<file path="config.mk">
export PLATFORM = sky130hd
export DESIGN_NAME = div_exec_ctrl
export DESIGN_NICKNAME = d
export VERILOG_FILES = /design/src/rtl/div_exec_ctrl.sv
export SDC_FILE = /design/constraint.sdc
export NUM_CORES = 1
export LEC_CHECK = 0
export ABC_AREA = 1
export BUFFER_PORTS_ARGS = -buffer_cell sky130_fd_sc_hd__buf_2
export CAP_MARGIN = 20
export CORE_AREA = 2 2 170 172
export CTS_BUF_LIST = sky130_fd_sc_hd__clkbuf_4 sky130_fd_sc_hd__clkbuf_8
export DETAILED_ROUTE_END_ITERATION = 8
export DIE_AREA = 0 0 172 174
export PLACE_DENSITY_LB_ADDON = 0.2
export RECOVER_POWER = 100
export SKIP_LAST_GASP = 1
export SYNTH_ARGS = -nofsm -noshare
export SYNTH_HDL_FRONTEND = slang
export SYNTH_SLANG_ARGS = --single-unit
</file>
<file path="constraint.sdc">
create_clock -name clk -period 4.8 [get_ports clk]
set_input_delay 0.48 -clock clk [delete_from_list [all_inputs] [get_ports clk]]
set_output_delay 0.48 -clock clk [all_outputs]
set_load 0.01 [all_outputs]
</file>
<file path="src/rtl/div_exec_ctrl.sv">
// Integer divide sequencer: radix-2 restoring divide with RISC-V DIV/DIVU/REM/REMU
// special cases, result held for CDB grant, killed by flush.
module div_exec_ctrl #(
  parameter int DATA_W = 32,
  parameter int TAG_W  = 6
) (
  input  logic              clk,
  input  logic              rst,
  input  logic              q_valid,
  output logic              q_ready,
  input  logic [1:0]        q_op,
  input  logic [DATA_W-1:0] q_rs1,
  input  logic [DATA_W-1:0] q_rs2,
  input  logic [TAG_W-1:0]  q_tag,
  input  logic              flush,
  output logic              div_ready,
  output logic              div_busy,
  output logic [DATA_W-1:0] div_result,
  output logic [TAG_W-1:0]  div_tag,
  input  logic              div_done
);

  localparam int CNT_W = (DATA_W > 1) ? $clog2(DATA_W) : 1;
  localparam logic [CNT_W-1:0]  CNT_LAST = CNT_W'(DATA_W - 1);
  localparam logic [DATA_W-1:0] MIN_INT  = {1'b1, {(DATA_W-1){1'b0}}};
  localparam logic [DATA_W-1:0] ALL_ONES = {DATA_W{1'b1}};
  localparam logic [DATA_W-1:0] ZERO     = {DATA_W{1'b0}};

  typedef enum logic [1:0] {
    IDLE = 2'd0,
    CALC = 2'd1,
    FIX  = 2'd2,
    DONE = 2'd3
  } state_t;

  function automatic logic [DATA_W-1:0] negate(input logic [DATA_W-1:0] v);
    return ~v + DATA_W'(1);
  endfunction

  state_t            state_r, state_s;
  logic [CNT_W-1:0]  cnt_r;
  logic [DATA_W-1:0] divisor_r, quot_r, rem_r;
  logic [TAG_W-1:0]  tag_r;
  logic              rem_sel_r, quot_neg_r, rem_neg_r, special_r;

  logic              accept_s, is_signed_s, sign1_s, sign2_s;
  logic              div_zero_s, ovf_s, special_s;
  logic [DATA_W-1:0] abs1_s, abs2_s, special_val_s;
  logic [DATA_W:0]   shift_s;
  logic              ge_s;
  logic [DATA_W-1:0] rem_step_s, quot_step_s;
  logic [DATA_W-1:0] quot_fix_s, rem_fix_s, fix_result_s;

  assign q_ready  = (state_r == IDLE) & ~flush & ~rst;
  assign accept_s = q_valid & q_ready;

  // Operand decode at accept: magnitudes, result signs and special-case results
  always_comb begin
    is_signed_s = ~q_op[0];
    sign1_s     = is_signed_s & q_rs1[DATA_W-1];
    sign2_s     = is_signed_s & q_rs2[DATA_W-1];
    abs1_s      = sign1_s ? negate(q_rs1) : q_rs1;
    abs2_s      = sign2_s ? negate(q_rs2) : q_rs2;
    div_zero_s  = (q_rs2 == ZERO);
    ovf_s       = is_signed_s & (q_rs1 == MIN_INT) & (q_rs2 == ALL_ONES);
    special_s   = div_zero_s | ovf_s;
    if (div_zero_s) begin
      special_val_s = q_op[1] ? q_rs1 : ALL_ONES;
    end else begin
      special_val_s = q_op[1] ? ZERO : MIN_INT;
    end
  end

  // One restoring step; the compare is DATA_W+1 bits so the shifted-out bit counts
  always_comb begin
    shift_s     = {rem_r, quot_r[DATA_W-1]};
    ge_s        = (shift_s >= {1'b0, divisor_r});
    if (ge_s) begin
      rem_step_s = shift_s[DATA_W-1:0] - divisor_r;
    end else begin
      rem_step_s = shift_s[DATA_W-1:0];
    end
    quot_step_s = {quot_r[DATA_W-2:0], ge_s};
  end

  // Sign correction and quotient/remainder select; special results ride in quot_r
  always_comb begin
    quot_fix_s = quot_neg_r ? negate(quot_r) : quot_r;
    rem_fix_s  = rem_neg_r ? negate(rem_r) : rem_r;
    if (special_r) begin
      fix_result_s = quot_r;
    end else begin
      fix_result_s = rem_sel_r ? rem_fix_s : quot_fix_s;
    end
  end

  // Next-state logic; flush overrides every transition
  always_comb begin
    state_s = state_r;
    if (flush) begin
      state_s = IDLE;
    end else begin
      case (state_r)
        IDLE: begin
          if (accept_s) begin
            state_s = special_s ? FIX : CALC;
          end else begin
            state_s = IDLE;
          end
        end
        CALC: begin
          if (cnt_r == CNT_LAST) begin
            state_s = FIX;
          end else begin
            state_s = CALC;
          end
        end
        FIX: state_s = DONE;
        DONE: begin
          if (div_done) begin
            state_s = IDLE;
          end else begin
            state_s = DONE;
          end
        end
        default: state_s = IDLE;
      endcase
    end
  end

  // State, datapath and registered status outputs
  always_ff @(posedge clk or posedge rst) begin
    if (rst) begin
      state_r    <= IDLE;
      cnt_r      <= {CNT_W{1'b0}};
      divisor_r  <= ZERO;
      quot_r     <= ZERO;
      rem_r      <= ZERO;
      tag_r      <= {TAG_W{1'b0}};
      rem_sel_r  <= 1'b0;
      quot_neg_r <= 1'b0;
      rem_neg_r  <= 1'b0;
      special_r  <= 1'b0;
      div_ready  <= 1'b0;
      div_busy   <= 1'b0;
      div_result <= ZERO;
      div_tag    <= {TAG_W{1'b0}};
    end else begin
      state_r   <= state_s;
      div_ready <= (state_s == DONE);
      div_busy  <= (state_s == CALC) | (state_s == FIX);
      case (state_r)
        IDLE: begin
          if (accept_s) begin
            tag_r      <= q_tag;
            rem_sel_r  <= q_op[1];
            cnt_r      <= {CNT_W{1'b0}};
            rem_r      <= ZERO;
            divisor_r  <= abs2_s;
            special_r  <= special_s;
            quot_r     <= special_s ? special_val_s : abs1_s;
            quot_neg_r <= ~special_s & (sign1_s ^ sign2_s);
            rem_neg_r  <= ~special_s & sign1_s;
          end
        end
        CALC: begin
          rem_r  <= rem_step_s;
          quot_r <= quot_step_s;
          cnt_r  <= cnt_r + CNT_W'(1);
        end
        FIX: begin
          div_result <= fix_result_s;
          div_tag    <= tag_r;
        end
        default: begin
        end
      endcase
    end
  end

endmodule

</file>
Yosys cells after proc, flatten, opt, wreduce, memory -nomap -nowiden
Index checks and enable logic that the tools add are counted.
Widths: inputs -> output; s select.
{"block": "totals", "reg_bits": 153, "output_inout_bits": 41, "in_bits": 77, "word_cells": 79}
{"block": "op_classes", "n_reduce_logical": 5, "n_eq_ne": 10, "addsub": 6, "magnitude_cmp": 1, "muxes": 23, "n_bitwise": 20}
{"op": "$mux 32", "count": 13}
{"op": "$add 32x1->32 const B", "count": 4}
{"op": "$not 32->32", "count": 4}
{"op": "$pmux 32 s2", "count": 2}
{"op": "$eq 32x32->1 const B", "count": 2}
{"op": "$ge 33x32->1", "count": 1}
{"op": "$logic_not 32->1", "count": 1}
{"op": "$sub 32x32->32", "count": 1}
{"op": "$mux 2", "count": 5}
{"op": "$pmux 5 s2", "count": 1}
{"op": "$and 1x1->1", "count": 9}
{"op": "$eq 2x2->1 const B", "count": 4}
{"op": "$pmux 2 s4", "count": 1}
{"op": "$add 5x1->5 const B", "count": 1}
{"op": "$eq 5x5->1 const B", "count": 1}
{"op": "$mux 5", "count": 1}
{"op": "$eq 2x1->1 const B", "count": 2}
{"op": "$not 1->1", "count": 4}
{"op": "$reduce_and 2->1", "count": 2}
{"op": "$logic_not 2->1", "count": 1}
{"op": "$ne 2x2->1 const B", "count": 1}
{"op": "$or 1x1->1", "count": 2}
{"op": "$reduce_bool 2->1", "count": 1}
{"op": "$xor 1x1->1", "count": 1}

Longest topological paths before layout
{"block": "depth", "depth_word": 10, "mapped_depth": 17, "depth_no_buf": 17}

Worst setup path after synthesis
OpenSTA, ideal clock, no wires.
{"block": "synth_path", "path_kind": "input -> register", "start": "input port q_rs1[0]", "end": "register div_busy", "n_path_buf": 1, "t_arrival_ns": 2.043, "slack_ns": 2.631, "required_time_ns": 4.674, "setup_ns": 0.126, "stages": 12, "cell_sequence": "inv_1 > ha_1 > nand2_2 > nor2_4 > nand2_2 > nor2_1 > nand3_1 > nand2_2 > buf_6 > a21oi_1 > nor3_1 > ha_1"}
{"block": "synth_between", "elab_chain_cells": 10, "word_cells_on_any_way": 11, "classes_between": "eq/ne: 3; mux: 4; bitwise: 4"}
{"item": "start: declaration", "line_no": "12", "source": "input logic [DATA_W-1:0] q_rs1,"}
{"item": "$eq 32x32->1 (*)", "line_no": "65", "source": "ovf_s = is_signed_s & (q_rs1 == MIN_INT) & (q_rs2 == ALL_ONES);"}
{"item": "$and 1x1->1 (*) (2 in series)", "line_no": "65"}
{"item": "$or 1x1->1 (*)", "line_no": "66", "source": "special_s = div_zero_s | ovf_s;"}
{"item": "$mux 2 (*)", "line_no": "106", "source": "state_s = special_s ? FIX : CALC;"}
{"item": "$mux 2 (*)", "line_no": "105", "source": "if (accept_s) begin"}
{"item": "$pmux 2 s4 (*)", "line_no": "103", "source": "case (state_r)"}
{"item": "$mux 2 (*)", "line_no": "100", "source": "if (flush) begin"}
{"item": "named net state_s[1]", "line_no": "40", "source": "state_t state_r, state_s;"}
{"item": "$eq 2x1->1 / $eq 2x2->1 (equally long branches)", "line_no": "151", "source": "div_busy <= (state_s == CALC) | (state_s == FIX);"}
{"item": "$or 1x1->1 (*)", "line_no": "151"}
{"item": "end signal: assignment", "line_no": "151"}
{"item": "end: declaration", "line_no": "17", "source": "output logic div_busy,"}
Mark *: on every way through the listed nets, which the timed path passes. The rest lies on a longest branch.
A chain may end at the register's enable or synchronous reset.

Worst setup path after layout
{"block": "layout_path", "start": "register state_r[1]", "end": "register quot_r[12]"}
{"block": "layout_between", "elab_chain_cells": 6, "word_cells_on_any_way": 9, "classes_between": "eq/ne: 2; mux: 1; bitwise: 3; reduce/logical: 3"}
{"item": "start: declaration", "line_no": "40"}
{"item": "start signal: assignment", "line_no": "149", "source": "state_r <= state_s;"}
{"item": "$logic_not 2->1", "line_no": "54, 152"}
{"item": "$and 1x1->1 (2 in series)", "line_no": "54", "source": "assign q_ready = (state_r == IDLE) & ~flush & ~rst;"}
{"item": "$and 1x1->1", "line_no": "55", "source": "assign accept_s = q_valid & q_ready;"}
{"item": "$ne 2x2->1 (no source line)"}
{"item": "$reduce_and 2->1 (no source line)"}
{"item": "end signal: assignment", "line_no": "161", "source": "quot_r <= special_s ? special_val_s : abs1_s;"}
{"item": "end signal: assignment", "line_no": "168", "source": "quot_r <= quot_step_s;"}
{"item": "end: declaration", "line_no": "42", "source": "logic [DATA_W-1:0] divisor_r, quot_r, rem_r;"}
Several ways; a longest one is shown, not always the timed one.

==> results_dict.tcl <==
set metrics [dict create \
    via_count 15360 \
    rsz0062_at_grt "false" \
    routedWlPerCell_um 16.80 \
    syn_avg_cell_area_um2 5.916 \
    layout.nets 2527 \
    slew_violations 127 \
    synth-main-ff-cell "dfrtp_1" \
    dieArea_um2 29930 \
    synth_nets 2461 \
    finalSetupViolCount 0 \
    yosys.cell_types.count 47 \
    cts_setup_buffers 0 \
    io_buffers 117 \
    synth_xor_area_share_pct 3.033 \
    grt_pass1_wl_um 74940 \
    wirelength_um 47150 \
    peakVddDrop_v 0.0002285 \
    clkTransAtPathRegs_ns 0.13 \
    worstSetupEndpointType "register" \
    async_flop_share_pct 100.0 \
    yosysWarningCount 0 \
    cts-resized-gates 0 \
    fill_cells 3010 \
    syn-instance-count 2343 \
    n_antenna_cell 0 \
    worst_pin_slew_ns 2.886 \
    detail_route.vias_per_cell 5.475 \
    status "finished, violations left" \
    grtUsageTotal_pct 31.91 \
    drt_iter0_drc 1877 \
    p_leak_nw 7.924 \
    hold_class "input port to register" \
    relSlewSlack_pct -93.46 \
    p_total_mw 9.133 \
    ys_seq_area_share_pct 27.62 \
    cts.sinks 153 \
    multi_input_area_um2 8489 \
    worstPathMaxFanout 46 \
    drc 0 \
    drv_cap 2 \
    boundaryPins 118 \
    setup_tns_ns 0 \
    synth-simple-area-share_pct 42.03 \
    num_rows 62 \
    gp_congestion 1.033 \
    ys_ff_latch 153 \
    antenna_found_initial 0 \
    dieHeight_um 174 \
    drive_gt1_share_pct 6.606 \
    synth-edff-count 0 \
    drt_first_pass_iters 5 \
    grt.overflow.total 0 \
    worstSkewPairLatency_ns 0.50 \
    synthAdderAreaFrac_pct 3.755 \
    synth_top_family_by_area "simple AND/OR/NAND/NOR gates" \
    die_x_um 172 \
    cts_buffers 17 \
    crit_required_ns 5.19 \
    violations "capacitance limit, slew limit" \
    startpoint_type "register" \
    hold_buffers 0 \
    finalHoldViolations 0 \
    cts_tree "done" \
    dp_hpwl_um 36850 \
    synth_compound_area_share_pct 12.45 \
    grt_max_degree 66 \
    synth_mux_area_share_pct 0 \
    h-tree-depth 4 \
    grt_pass1_vias 14120 \
    area_growth_syn_to_layout_pct 8.177 \
    max_freq_mhz 271.5 \
    initial_core_util_pct 49.09 \
    power_density_nw_per_um2 609.0 \
    crit_type "register to register" \
    cts_root_buffer "clkbuf_8" \
    syn_area_um2 13860 \
    core_area_um2 28240 \
    finalCritPeriodShare_pct 76.72 \
    fin_worst_skew_ns 0.03839 \
    cts_buffer_depth 2 \
    ant_nets 0 \
    period_needed_ns 3.683 \
    register_area_um2 3829 \
    arrival_ns 4.08 \
]
[layout make-up]
class	instances	area share [%]
Sequential cell	153	25.53
Tap cell	384	3.204
Inverter	303	7.593
Clock inverter	15	1.277
Clock buffer	17	1.560
Multi-Input combinational cell	1802	56.61
Timing Repair Buffer	132	4.222
[registers in the layout (all words and copies together) (netlist names), 2 cells and up]
register	cells
cnt_r	5
div_tag	6
state_r	2
tag_r	6
divisor_r	32
rem_r	32
div_result	32
quot_r	32
[kinds of logic after synthesis]
kind of cell | count (synthesis)
buf+inv | 388
compound gates | 327
fa+ha+maj | 41
xor+xnor | 48
flops | 153
simple gates | 1386
[cells in the mapped netlist (11+ instances only)]
master | number | area, um2
xnor2_1 | 21 | 183.9
clkbuf_1 | 47 | 176.4
dfrtp_1 | 153 | 3829
inv_1 | 297 | 1115
nand2_1 | 805 | 3022
nand4_1 | 26 | 162.7
nor2_1 | 240 | 900.9
buf_2 | 18 | 90.09
nor3_1 | 19 | 95.09
ha_1 | 40 | 500.5
nand3b_1 | 16 | 120.1
o211ai_1 | 11 | 82.58
o21ai_1 | 20 | 100.1
o22ai_1 | 12 | 75.07
o21ai_0 | 159 | 795.8
a21oi_1 | 108 | 540.5
xor2_1 | 27 | 236.5
nand3_1 | 236 | 1181
[path summary, 6_finish.rpt]
kind	slack [ns]	endpoint	depth (start not counted)	start
worst max-delay path	1.12	quot_r[12]	10	state_r[1]
min in group asynchronous	0.78	tag_r[2]	2	rst
worst min register to register	0.48	cnt_r[3]	1	cnt_r[3]
max in group asynchronous	1.88	div_result[16]	3	rst
worst min-delay path	0.17	tag_r[4]	3	q_tag[4]
worst max register to register	1.12	quot_r[12]	10	state_r[1]
[routing by layer]
metal	GRT usage, %	wire (um)
met2	45.63	19520
met4	11.55	1768
met5	0	0
met1	46.82	21430
met3	7.309	4433
[critical path, cell delays in order, from the launching register on]
cell and delay (ns):
dfrtp_1 0.45, nor2_1 0.17, inv_1 0.09, nor3_1 0.25, nand2_2 0.53, nand2_1 0.71, inv_1 0.60, buf_4 0.41
a21oi_1 0.18, o21ai_0 0.11, o21ai_0 0.08
[power by group]
part           switching, mW  internal, mW  total, mW  leakage, nW
clock network          0.637         0.410       1.05        0.212
logic                   3.90          1.82       5.72         5.79
registers              0.562          1.80       2.36         1.92
[metrics by stage]
step | cell area [um2] | cells | worst slack [ns] | util (%) | hold slack, ns
final | 15000 | 2806 | 1.117 | 53.11 | 0.1662
after global routing | 15000 | 2806 | 0.7365 | 53.11 | 0.1708
after CTS | 15080 | 2806 | 1.739 | 53.40 | 0.05962
after detailed placement | 14650 | 2774 | 1.738 | 51.89 | 0.4598
after global placement | 14650 | 2774 | 1.850 | 51.89 | 0.4527
after floorplan | 13860 | 2343 | 0.1986 | - | 0.4402
[cell usage in the layout, fill, tap and decap left out, drive strengths merged, types with 3 or more instances in the layout]
master / instances
nor2: 254
clkbuf: 63
inv: 310
nor3: 23
xor2: 27
nand4: 26
o22ai: 12
or2: 5
o21ai: 181
o211ai: 11
ha: 40
and2: 5
nand3b: 16
a31oi: 3
a21oi: 108
xnor2: 21
clkinv: 7
o21bai: 4
nand3: 240
dfrtp: 153
nand2: 814
buf: 86
No activity file was read; power rests on OpenSTA's default activity.
